<file path="src/rtl/st7789_seq.sv">
// ----------------------------------------------------------------------------
// st7789_seq
//
// Power-up sequencer and SPI-mode-3 byte serializer for an ST7789 panel.
// After reset it pulses the panel reset pin, waits, and streams a fixed
// five-entry init list. It then accepts command/data bytes from the CPU over
// a valid/ready handshake and shifts each one out MSB first. It is the sole
// driver of the four panel pins; every output comes straight from a flop.
//
// Parameters:
//   CLK_DIV    - clk cycles per SCL half-period (>= 1)
//   RES_CYCLES - clk cycles st7789_RES is held low after reset (>= 1, < 2^24)
//   INIT_WAIT  - delay after RES release and after "wait" entries (>= 1, < 2^24)
//
// Ports:
//   clk, rst_n    - clock, asynchronous active-low reset
//   cmd_valid     - a byte is offered
//   cmd_ready     - byte accepted this cycle (high only in IDLE)
//   cmd_dc        - 0 = command byte, 1 = data byte
//   cmd_data      - byte to send
//   init_done     - init list fully sent; sticky until reset
//   busy          - high in every state except IDLE
//   st7789_SDA    - serial data, MSB first
//   st7789_SCL    - serial clock, idles high
//   st7789_DC     - data/command select, held until the next byte starts
//   st7789_RES    - panel reset, active low
// ----------------------------------------------------------------------------
module st7789_seq #(
    parameter int unsigned CLK_DIV    = 4,
    parameter int unsigned RES_CYCLES = 1000,
    parameter int unsigned INIT_WAIT  = 1000
) (
    input  logic       clk,
    input  logic       rst_n,
    input  logic       cmd_valid,
    output logic       cmd_ready,
    input  logic       cmd_dc,
    input  logic [7:0] cmd_data,
    output logic       init_done,
    output logic       busy,
    output logic       st7789_SDA,
    output logic       st7789_SCL,
    output logic       st7789_DC,
    output logic       st7789_RES
);

    typedef enum logic [2:0] {
        ST_RST_LOW,
        ST_RST_WAIT,
        ST_INIT_SEND,
        ST_INIT_DLY,
        ST_IDLE,
        ST_SHIFT
    } state_t;

    localparam logic [23:0] DIV_LD  = 24'(CLK_DIV);
    localparam logic [23:0] RES_LD  = 24'(RES_CYCLES);
    localparam logic [23:0] WAIT_LD = 24'(INIT_WAIT);
    localparam logic [2:0]  LAST_ENTRY = 3'd4;

    // Init list entry packed as {dc, byte, wait}.
    function automatic logic [9:0] init_entry(input logic [2:0] idx);
        case (idx)
            3'd0:    init_entry = {1'b0, 8'h01, 1'b1};  // SWRESET
            3'd1:    init_entry = {1'b0, 8'h11, 1'b1};  // SLPOUT
            3'd2:    init_entry = {1'b0, 8'h3A, 1'b0};  // COLMOD
            3'd3:    init_entry = {1'b1, 8'h55, 1'b0};  // 16 bpp
            3'd4:    init_entry = {1'b0, 8'h29, 1'b0};  // DISPON
            default: init_entry = '0;
        endcase
    endfunction

    state_t      state_q, state_d;
    logic [23:0] cnt_q,   cnt_d;     // shared delay / half-period counter
    logic [2:0]  bit_q,   bit_d;     // bits still to send after the current one
    logic [7:0]  shreg_q, shreg_d;   // remaining bits, next one in [7]
    logic [2:0]  idx_q,   idx_d;     // init list index
    logic        wait_q,  wait_d;    // current init entry has a trailing delay
    logic        scl_q,   scl_d;
    logic        sda_q,   sda_d;
    logic        dc_q,    dc_d;
    logic        res_q,   res_d;
    logic        ready_q, ready_d;
    logic        busy_q,  busy_d;
    logic        done_q,  done_d;

    logic        byte_done;
    logic        start_byte;
    logic        start_dc;
    logic [7:0]  start_val;
    logic        init_load;
    logic [2:0]  init_sel;
    logic [9:0]  entry;

    always_comb begin
        // NOTE: every variable gets a default first so no path leaves it unassigned (no latches).
        state_d    = state_q;
        cnt_d      = cnt_q;
        bit_d      = bit_q;
        shreg_d    = shreg_q;
        idx_d      = idx_q;
        wait_d     = wait_q;
        scl_d      = scl_q;
        sda_d      = sda_q;
        dc_d       = dc_q;
        res_d      = res_q;
        done_d     = done_q;
        byte_done  = 1'b0;
        start_byte = 1'b0;
        start_dc   = 1'b0;
        start_val  = '0;
        init_load  = 1'b0;
        init_sel   = '0;
        entry      = '0;

        // Bit engine shared by the init stream and CPU bytes. Entry into a
        // byte already drove the first low phase, so here we only time phases.
        if (state_q == ST_INIT_SEND || state_q == ST_SHIFT) begin
            if (cnt_q > 24'd1) begin
                cnt_d = cnt_q - 24'd1;
            end else if (!scl_q) begin
                scl_d = 1'b1;
                cnt_d = DIV_LD;
            end else if (bit_q != 3'd0) begin
                scl_d   = 1'b0;
                sda_d   = shreg_q[7];
                shreg_d = {shreg_q[6:0], 1'b0};
                bit_d   = bit_q - 3'd1;
                cnt_d   = DIV_LD;
            end else begin
                byte_done = 1'b1;  // SCL stays high, SDA keeps its last value
            end
        end

        case (state_q)
            ST_RST_LOW: begin
                // Counter is zero straight out of reset; the first cycle loads it.
                if (cnt_q == 24'd0) begin
                    cnt_d = RES_LD;
                end else if (cnt_q == 24'd1) begin
                    state_d = ST_RST_WAIT;
                    cnt_d   = WAIT_LD;
                    res_d   = 1'b1;
                end else begin
                    cnt_d = cnt_q - 24'd1;
                end
            end
            ST_RST_WAIT: begin
                if (cnt_q <= 24'd1) begin
                    init_load = 1'b1;
                    init_sel  = 3'd0;
                end else begin
                    cnt_d = cnt_q - 24'd1;
                end
            end
            ST_INIT_SEND: begin
                if (byte_done) begin
                    if (idx_q == LAST_ENTRY) begin
                        state_d = ST_IDLE;
                        done_d  = 1'b1;
                    end else if (wait_q) begin
                        state_d = ST_INIT_DLY;
                        cnt_d   = WAIT_LD;
                        idx_d   = idx_q + 3'd1;
                    end else begin
                        init_load = 1'b1;
                        init_sel  = idx_q + 3'd1;
                    end
                end
            end
            ST_INIT_DLY: begin
                if (cnt_q <= 24'd1) begin
                    init_load = 1'b1;
                    init_sel  = idx_q;
                end else begin
                    cnt_d = cnt_q - 24'd1;
                end
            end
            ST_IDLE: begin
                if (cmd_valid && ready_q) begin
                    state_d    = ST_SHIFT;
                    start_byte = 1'b1;
                    start_dc   = cmd_dc;
                    start_val  = cmd_data;
                end
            end
            ST_SHIFT: begin
                if (byte_done) begin
                    state_d = ST_IDLE;
                end
            end
            default: state_d = ST_RST_LOW;
        endcase

        if (init_load) begin
            entry      = init_entry(init_sel);
            state_d    = ST_INIT_SEND;
            idx_d      = init_sel;
            wait_d     = entry[0];
            start_byte = 1'b1;
            start_dc   = entry[9];
            start_val  = entry[8:1];
        end

        // Starting a byte drops SCL and presents DC and the MSB in the same cycle.
        if (start_byte) begin
            scl_d   = 1'b0;
            sda_d   = start_val[7];
            shreg_d = {start_val[6:0], 1'b0};
            dc_d    = start_dc;
            bit_d   = 3'd7;
            cnt_d   = DIV_LD;
        end

        ready_d = (state_d == ST_IDLE);
        busy_d  = (state_d != ST_IDLE);
    end

    // NOTE: state flops use non-blocking assignments so all of them update together at the edge.
    always_ff @(posedge clk or negedge rst_n) begin
        if (!rst_n) begin
            state_q <= ST_RST_LOW;
            cnt_q   <= '0;
            bit_q   <= '0;
            shreg_q <= '0;
            idx_q   <= '0;
            wait_q  <= 1'b0;
            scl_q   <= 1'b1;
            sda_q   <= 1'b0;
            dc_q    <= 1'b0;
            res_q   <= 1'b0;
            ready_q <= 1'b0;
            busy_q  <= 1'b1;
            done_q  <= 1'b0;
        end else begin
            state_q <= state_d;
            cnt_q   <= cnt_d;
            bit_q   <= bit_d;
            shreg_q <= shreg_d;
            idx_q   <= idx_d;
            wait_q  <= wait_d;
            scl_q   <= scl_d;
            sda_q   <= sda_d;
            dc_q    <= dc_d;
            res_q   <= res_d;
            ready_q <= ready_d;
            busy_q  <= busy_d;
            done_q  <= done_d;
        end
    end

    assign cmd_ready  = ready_q;
    assign busy       = busy_q;
    assign init_done  = done_q;
    assign st7789_SCL = scl_q;
    assign st7789_SDA = sda_q;
    assign st7789_DC  = dc_q;
    assign st7789_RES = res_q;

endmodule

</file>
<file path="config.mk">
export PLATFORM = sky130hd
export DESIGN_NAME = st7789_seq
export DESIGN_NICKNAME = d
export VERILOG_FILES = /design/src/rtl/st7789_seq.sv
export SDC_FILE = /design/constraint.sdc
export NUM_CORES = 1
export LEC_CHECK = 0
export BUFFER_PORTS_ARGS = -buffer_cell sky130_fd_sc_hd__buf_2
export CAP_MARGIN = 20
export CORE_UTILIZATION = 39
export DETAILED_ROUTE_END_ITERATION = 8
export SYNTH_ARGS = -nofsm -noshare
export SYNTH_HDL_FRONTEND = slang
export SYNTH_SLANG_ARGS = --single-unit
export TNS_END_PERCENT = 100
</file>
<file path="constraint.sdc">
create_clock -name clk -period 3.4 [get_ports clk]
set_clock_uncertainty 0.05 [all_clocks]
set_input_delay 0.17 -clock clk [delete_from_list [all_inputs] [get_ports clk]]
set_output_delay 0.17 -clock clk [all_outputs]
set_load 0.03 [all_outputs]
</file>
==> Word-level counts from Yosys, hierarchy flattened <==
Cells that the tools add are included.
{ "totals": {"reg_bits": 49} }
{ "classes": {"n_reduce_logical": 18, "mux": 69, "bitwise": 1, "addsub": 3, "n_eq_ne": 15, "order_cmp": 2} }
{ "ops": {"columns": ["op", "n"], "rows": [
  ["2-to-1 mux 24 bit", 11],
  ["case mux 24 bit (3 select lines)", 1],
  ["2-to-1 mux 3 bit", 22],
  ["2-to-1 mux 8 bit", 8],
  ["case mux 10 bit (5 select lines)", 1],
  ["== test 24 x 1 -> 1 bit (second input constant)", 1],
  ["> comparator 24 x 1 -> 1 bit (second input constant)", 1],
  ["less-or-equal comparator 24 x 1 -> 1 bit (second input constant)", 1],
  ["logical NOT 24 bit", 1],
  ["subtractor 24 x 1 -> 24 bit (second input constant)", 1],
  ["2-to-1 mux 1 bit", 23],
  ["== test 3 bit (second input constant)", 5],
  ["case mux 3 bit (5 select lines)", 1],
  ["== test 3 x 2 -> 1 bit (second input constant)", 4],
  ["nonzero test 2 bit", 6],
  ["AND reduction 4 bit", 2],
  ["== test 3 x 1 -> 1 bit (second input constant)", 2],
  ["logical NOT 3 bit", 2],
  ["case mux 3 bit (2 select lines)", 1],
  ["AND reduction 3 bit", 2],
  ["inequality test 2 bit (second input constant)", 2],
  ["adder 3 x 1 -> 3 bit (second input constant)", 1],
  ["inequality test 3 bit (second input constant)", 1],
  ["nonzero test 3 bit", 1],
  ["other kinds (7)", 7]
]} }

==> Longest topological paths before layout <==
Gate-level depths: netlist (run 1).
{ "logic_depth": {"word_depth": 11, "ltp_mapped": 10, "ltp_nobuf": 8} }

==> Worst setup path after synthesis (run 1) <==
OpenSTA, ideal clock, no wires.
{ "synth_path": {"kind": "register -> register", "startpoint": "register cnt_q[13]", "endpoint": "register cnt_q[10]", "path_stages_with_launch": 10, "path_buffers": 3, "required_time_ns": 3.226, "slack_ns": 0.366, "t_arrival_ns": 2.860, "cell_sequence": "dfrtp_1 buf_6 or4_1 buf_2 or3_4 or4_4 a221o_1 and3_1 buf_6 a211o_1"} }
{ "synth_via": {"elab_chain_len": 8, "word_cells_on_any_way": 20, "classes_between": "order compare (2); eq/ne (1); mux (16); reduce/logical (1)"} }
{ "synth_rtl": {"columns": ["element", "line_no", "source"], "rows": [
  ["from (decl)", "74", "logic [23:0] cnt_q, cnt_d;"],
  ["from (signal assigned)", "237", "cnt_q <= cnt_d;"],
  ["> comparator 24 x 1 -> 1 bit", "119", "if (cnt_q > 24'd1) begin"],
  ["2-to-1 mux 24 bit", "119", null],
  ["2-to-1 mux 24 bit", "118", "if (state_q == ST_INIT_SEND || state_q == ST_SHIFT) begin"],
  ["2-to-1 mux 24 bit", "161", "end else if (wait_q) begin"],
  ["2-to-1 mux 24 bit", "158", "if (idx_q == LAST_ENTRY) begin"],
  ["2-to-1 mux 24 bit", "157", "if (byte_done) begin"],
  ["case mux 24 bit (3 select lines)", "135", "case (state_q)"],
  ["2-to-1 mux 24 bit (*)", "206", "if (start_byte) begin"],
  ["net cnt_d[10]", "74", null]
]} }
The timed path passes the listed nets; every way through them passes the cells marked *.
A chain may end at the register's enable or synchronous reset.

==> Worst setup path in the final report (run 1) <==
{ "layout_path": {"startpoint": "register cnt_q[8]", "endpoint": "register cnt_q[18]"} }
{ "layout_via": {"elab_chain_len": 8, "word_cells_on_any_way": 21, "classes_between": "add/sub (1); order compare (2); eq/ne (1); mux (16); reduce/logical (1)"} }
{ "layout_rtl": {"columns": ["element", "line_no"], "rows": [
  ["subtractor 24 x 1 -> 24 bit or > comparator 24 x 1 -> 1 bit (tied branches)", null],
  ["2-to-1 mux 24 bit", "119"],
  ["2-to-1 mux 24 bit", "118"],
  ["2-to-1 mux 24 bit", "161"],
  ["2-to-1 mux 24 bit", "158"],
  ["2-to-1 mux 24 bit", "157"],
  ["case mux 24 bit (3 select lines)", "135"],
  ["2-to-1 mux 24 bit (*)", "206"],
  ["net cnt_d[18]", "74"]
]} }
Marks and branches as above.

==> impl_metrics.json, run 1 <==
{
  "crit_family": "simple AND/OR/NAND/NOR gates",
  "crit_start": "cnt_q[8]$_DFF_PN0_",
  "initial_core_util_pct": 40.2,
  "worstPathCellList": "or4_1 > or3_1 > or4_4 > a221o_1 > and3_1 > a211o_1",
  "dp.final_hpwl_um": 7090,
  "max_stage_delay_ps": 590,
  "io_pins": 19,
  "grt_max_degree": 27,
  "synthTopCellsByArea": "dfrtp_1 (35%), o21ai_0 (5.0%), nand2_1 (3.9%), nor3_1 (3.6%), a21oi_1 (3.5%)",
  "clk_path_buf_depth": 2,
  "min_path_type": "in -> reg",
  "met1Wirelength_um": 4380,
  "ys_seq_area_share_pct": 36.5,
  "clock_latency_ps": 310,
  "layoutNonFillerInstCount": 525,
  "tns_ps": 0,
  "first_global_vias": 2956,
  "area_delta_synth_final_pct": 13.0,
  "synthTopCellsByCount": "dfrtp_1 (46), nand2_1 (34), o21ai_0 (33)",
  "pwr-share-seq_pct": 59.3,
  "slowest_stage": "or4_4",
  "syn-num-nets": 409,
  "hold_start": "cmd_data[0]",
  "pwr-share-clk_pct": 38.5,
  "yosys_warnings": 0,
  "grt_pass1_wl_um": 15600,
  "cts_setup_buffers": 0,
  "io_buffers": 18,
  "pre_cts_ws_ps": 170,
  "setup_viol": 0,
  "drive_gt1_share_pct": 15.2,
  "crit_buf_inv": 0,
  "cts_sinks": 48,
  "chipHeight_um": 94.0,
  "p_leak_nw": 1.65,
  "dr.first_iter.drc_count": 288,
  "synth.most_common_cell": "dfrtp_1",
  "antenna_found_initial": 0,
  "critical_path_arrival_ps": 3410,
  "cellPowerDensity_nw_per_um2": 258,
  "met2RoutedLength_um": 4380,
  "grt_overflow_total": 0,
  "critPathKind": "reg -> reg",
  "n_fill_cell": 818,
  "maxSlewHeadroom_pct": 36.9,
  "fin_nets": 438,
  "synth_top_flop_cell": "dfrtp_1",
  "wl_um": 9610,
  "maxCapViolCount": 0,
  "yosysUniqueCellTypes": 67,
  "final_max_slew_viol_count": 0,
  "p_sw_share_pct": 22.9,
  "p_sw_w": 0.000221,
  "wire_per_inst_um": 18.3,
  "cts_made_buffers": 5,
  "cp-end-kind": "flop",
  "synth_top_area_share_pct": 34.9,
  "place_congestion": 0.943,
  "r2r-start": "cnt_q[8]$_DFF_PN0_",
  "finalCritPeriodShare_pct": 95.9,
  "status": "completed",
  "cts_root_buf": "clkbuf_8",
  "die_w_um": 94.0,
  "core_um2": 8220,
  "rsz0062_at_grt": "no",
  "worst_slack_ps": 141,
  "max_freq_mhz": 307,
  "top_layer_used": "met4",
  "avgSynthCellArea_um2": 8.47,
  "drt-vias-per-instance": 6.14,
  "ys_ff_latch": 48,
  "synth_area_um2": 3300,
  "register_area_um2": 1200,
  "n_antenna_cell": 0,
  "htreeDepth": 2,
  "drc_errors": 0,
  "antenna_left": 0,
  "dr_total_vias": 3225,
  "cp.required_ps": 3550,
  "multi_input_area_um2": 1960,
  "hold_viol": 0,
  "synth-edff-count": 0,
  "dieArea_um2": 8840,
  "ys_async_sr_fraction_pct": 100,
  "place_inst": 516,
  "yosys.area.top_type": "dfrtp_1",
  "cp_max_fo": 8,
  "crit_path_start_kind": "flop",
  "cts_tree": "built",
  "drt-pass1-iter-count": 5,
  "internal_power_w": 0.000741,
  "whs_ps": 112,
  "grt_use_total_pct": 22.7,
  "fin_crit_ps": 3260,
  "syn-instance-count": 390,
  "cts_resized": 0,
  "tightestPinTransition_ps": 937,
  "clk_pin_slew_ps": 90,
  "combPwrFrac_pct": 2.2,
  "final_util_pct": 45.4,
  "ir_drop_uv": 168,
  "wl_met3_um": 705,
  "rows": 33
}
## kinds of logic after synthesis
group / count (synthesis) / synth area share (%)
multiplexers: 9 / 2.77
AO/OA/AOI/OAI: 123 / 24.6
AND/OR/NAND/NOR: 159 / 26.2
flip-flops: 48 / 36.5
buffers and inverters: 32 / 4.13
adder cells (fa/ha/maj): 7 / 2.65
XOR/XNOR: 12 / 3.18
## cell usage in the layout, fill, tap and decap left out, types with 6 or more instances in the layout
| cell | synthesis | layout |
|---|---|---|
| or3_1 | 7 | 7 |
| ha_1 | 7 | 7 |
| or4_1 | 6 | 6 |
| nor3_1 | 24 | 24 |
| nor4_1 | 10 | 10 |
| nand3_1 | 13 | 13 |
| and3_1 | 9 | 9 |
| buf_2 | 1 | 18 |
| a31oi_1 | 7 | 7 |
| xor2_1 | 7 | 7 |
| o21ai_0 | 33 | 33 |
| o211ai_1 | 7 | 7 |
| buf_4 | 0 | 21 |
| a21oi_1 | 23 | 23 |
| inv_1 | 12 | 12 |
| nor2_1 | 20 | 20 |
| mux2i_1 | 8 | 8 |
| nand2_1 | 34 | 34 |
| clkbuf_8 | 0 | 6 |
| dfrtp_1 | 46 | 46 |
## what timing repair did
item                       4_1_cts  5_1_grt
hold endpoints to repair        21        0
setup endpoints to repair        0        0
hold buffers                     1        0
## power groups by stage
stage          clock network [W]    logic [W]  registers [W]
2_1_floorplan                  0  0.000000309       0.000582
6_report                0.000370    0.0000214       0.000570
5_1_grt                 0.000399    0.0000251       0.000571
4_1_cts                 0.000383    0.0000227       0.000571
3_5_place_dp                   0    0.0000218       0.000582
3_3_place_gp                   0    0.0000183       0.000582
## worst register-to-register path, delay by kind of cell (launching register included)
family | cells | cell delay, ps
compound gates | 2 | 720
flops | 1 | 470
simple gates | 4 | 1910
## sequential cells by signal (all words and copies together), names as in the netlist
register and count:
init_done 1, cnt_q 24, busy 1, st7789_SCL 1, shreg_q 7, state_q 3
bit_q 3, wait_q 1, st7789_RES 1, cmd_ready 1, idx_q 3, st7789_DC 1
st7789_SDA 1
## metrics by stage
| stage | total power (W) | instance area [µm²] |
|---|---|---|
| 6_report | 0.000962 | 3730 |
| 5_1_grt | 0.000995 | 3730 |
| 4_1_cts | 0.000977 | 3730 |
| 3_5_place_dp | 0.000603 | 3630 |
| 3_3_place_gp | 0.000600 | 3610 |
| 2_1_floorplan | 0.000582 | 3300 |
## path summary, 6_finish.rpt
kind                                     endpoint  slack (ps)  depth (start not counted)
max                           cnt_q[18]$_DFF_PN0_         140                          6
min                        shreg_q[1]$_DFFE_PN0P_         110                          3
max reg2reg                   cnt_q[18]$_DFF_PN0_         140                          6
min reg2reg                 init_done$_DFFE_PN0P_         420                          1
max in group asynchronous  st7789_SCL$_DFFE_PN1P_        2350                          3
min in group asynchronous     cnt_q[13]$_DFF_PN0_         330                          2
## metal layers
layer,global-route usage (%),vias to the layer above
met5,0,-
met4,5.00,0
met3,3.32,17
met2,37.0,158
met1,31.7,1507
li1,-,1543
## final cells by class
| cell class | count | share of cell area, % |
|---|---|---|
| clock buffers | 6 | 2.21 |
| flip-flops and latches | 48 | 32.2 |
| multi-input cells | 310 | 52.6 |
| inverters | 12 | 1.21 |
| well taps | 105 | 3.52 |
| clock inverters | 2 | 0.268 |
| repair buffers | 42 | 7.98 |
(Power assumes the default switching activity.)
==> inputs of run 2 (changes only) <==
==> constraint.sdc (replaced) <==
create_clock -name clk -period 3.5 [get_ports clk]
set_clock_uncertainty 0.05 [all_clocks]
set_input_delay 0.175 -clock clk [delete_from_list [all_inputs] [get_ports clk]]
set_output_delay 0.175 -clock clk [all_outputs]
set_load 0.03 [all_outputs]
==> impl_metrics.json, run 2 (same netlist as run 1, synthesis figures left out) <==
{
  "first_global_vias": 2995,
  "place_congestion": 0.926,
  "n_antenna_cell": 0,
  "fin_nets": 437,
  "final_util_pct": 45.4,
  "finalInstanceArea_um2": 3730,
  "final_max_slew_viol_count": 0,
  "fin_crit_ps": 3240,
  "cp.required_ps": 3650,
  "tns_ps": 0,
  "grt_pass1_wl_um": 16000,
  "io_pins": 19,
  "maxSlewHeadroom_pct": 45.3,
  "regMostFlops": "cnt_q",
  "max_stage_delay_ps": 590,
  "initial_core_util_pct": 40.2,
  "grt_max_degree": 27,
  "final_common_cell": "dfrtp_1",
  "pwr-share-seq_pct": 56.2,
  "ir_drop_uv": 111,
  "wl_um": 9760,
  "rows": 33,
  "cts_made_buffers": 5,
  "largest_reg_flops": 24,
  "hold_viol": 0,
  "wire_per_inst_um": 18.6,
  "grt_use_total_pct": 23.6,
  "p_sw_share_pct": 21.6,
  "p_sw_w": 0.000213,
  "crit_buf_inv": 0,
  "tightestPinTransition_ps": 811,
  "grt_overflow_total": 0,
  "dr_total_vias": 3203,
  "max_freq_mhz": 309,
  "combPwrFrac_pct": 2.1,
  "final_cell_mix": "dfrtp_1 (46), nand2_1 (34), o21ai_0 (33)",
  "maxCapViolCount": 0,
  "internal_power_w": 0.000774,
  "slowest_stage": "or4_4",
  "cts_root_buf": "clkbuf_8",
  "cts_setup_buffers": 0,
  "die_w_um": 94.0,
  "clock_latency_ps": 310,
  "clk_pin_slew_ps": 90,
  "htreeDepth": 2,
  "dr.first_iter.drc_count": 317,
  "status": "completed",
  "drc_errors": 0,
  "drt-pass1-iter-count": 5,
  "clk_path_buf_depth": 2,
  "worstPathCellList": "or4_1 > or3_1 > or4_4 > a221o_1 > and3_1 > a211o_1",
  "finalCritPeriodShare_pct": 92.5,
  "dieArea_um2": 8840,
  "n_fill_cell": 837,
  "cts_sinks": 48,
  "core_um2": 8220,
  "cellPowerDensity_nw_per_um2": 265,
  "min_path_type": "in -> reg",
  "pwr-share-clk_pct": 41.8,
  "place_area_um2": 3610,
  "critical_path_arrival_ps": 3380,
  "io_buffers": 18,
  "dp.final_hpwl_um": 7260,
  "drive_gt1_share_pct": 14.8,
  "crit_family": "simple AND/OR/NAND/NOR gates",
  "drt-vias-per-instance": 6.11,
  "largestRegisters": "cnt_q x24, shreg_q x7",
  "cp-end-kind": "flop",
  "rsz0062_at_grt": "no",
  "setup_viol": 0,
  "area_delta_synth_final_pct": 12.9,
  "critPathKind": "reg -> reg",
  "antenna_found_initial": 0,
  "chipHeight_um": 94.0,
  "antenna_left": 0,
  "p_leak_nw": 1.65,
  "crit_path_start_kind": "flop",
  "cts_tree": "built",
  "cp_max_fo": 8
}
## run 2: changes by cell type in the layout (fill, tap and decap cells not counted), sizes merged
cell and change:
bufinv +1, buf -1, clkinv -1
## run 2: repair_timing
action                                 4_1_cts  5_1_grt
endpoints found under the hold margin       21        0
hold buffers                                 1        0
gates resized for setup                      0        0
## run 2: routing by layer
layer | global-route usage [%] | vias up | wire length [µm]
li1 | - | 1538 | -
met1 | 33.1 | 1539 | 4590
met2 | 36.9 | 106 | 4440
met3 | 3.96 | 20 | 529
met4 | 7.05 | 0 | 195
met5 | 0 | - | 0
## run 2: tightest hold or removal path, cell delays in order
cell     delay, ps
buf_2           70
o21ai_0         70
a21oi_1        120
## run 2: path summary, 6_finish.rpt
path	from	end	slack, ps	depth (start not counted)
hold reg to reg	st7789_RES$_DFFE_PN0P_	st7789_RES$_DFFE_PN0P_	420	1
hold / removal	cmd_data[7]	st7789_SDA$_DFFE_PN0P_	120	3
max in group asynchronous	rst_n	st7789_SCL$_DFFE_PN1P_	2440	3
min in group asynchronous	rst_n	cnt_q[13]$_DFF_PN0_	340	2
setup reg to reg	cnt_q[8]$_DFF_PN0_	cnt_q[20]$_DFF_PN0_	260	6
setup / recovery	cnt_q[8]$_DFF_PN0_	cnt_q[20]$_DFF_PN0_	260	6
## run 2: power by group through the flow
stage / Sequential, W / Clock (W) / Combinational, W
CTS: 0.000554 / 0.000423 / 0.0000218
finish: 0.000554 / 0.000412 / 0.0000207
floorplan: 0.000565 / 0 / 0.000000300
detailed placement: 0.000565 / 0 / 0.0000210
global route: 0.000554 / 0.000442 / 0.0000243
global placement: 0.000565 / 0 / 0.0000178
## run 2: cell type report
class                   instances  area, µm²  area share, %
well taps                     105        131           3.52
clock inverters                 2       35.0          0.940
repair buffers                 41        278           7.45
inverters                      12       45.0           1.21
flip-flops and latches         48       1200           32.3
clock buffers                   6       72.6           1.95
multi-input cells             310       1960           52.6
## run 2: per-stage QoR
step / instances / hold slack (ps) / setup WS (ps) / power (W)
floorplan: 390 / -171 / 466 / 0.000566
global placement: 514 / 402 / 358 / 0.000583
detailed placement: 515 / 157 / 300 / 0.000586
CTS: 524 / 114 / 277 / 0.00100
global route: 524 / 132 / 124 / 0.00102
finish: 524 / 122 / 263 / 0.000987
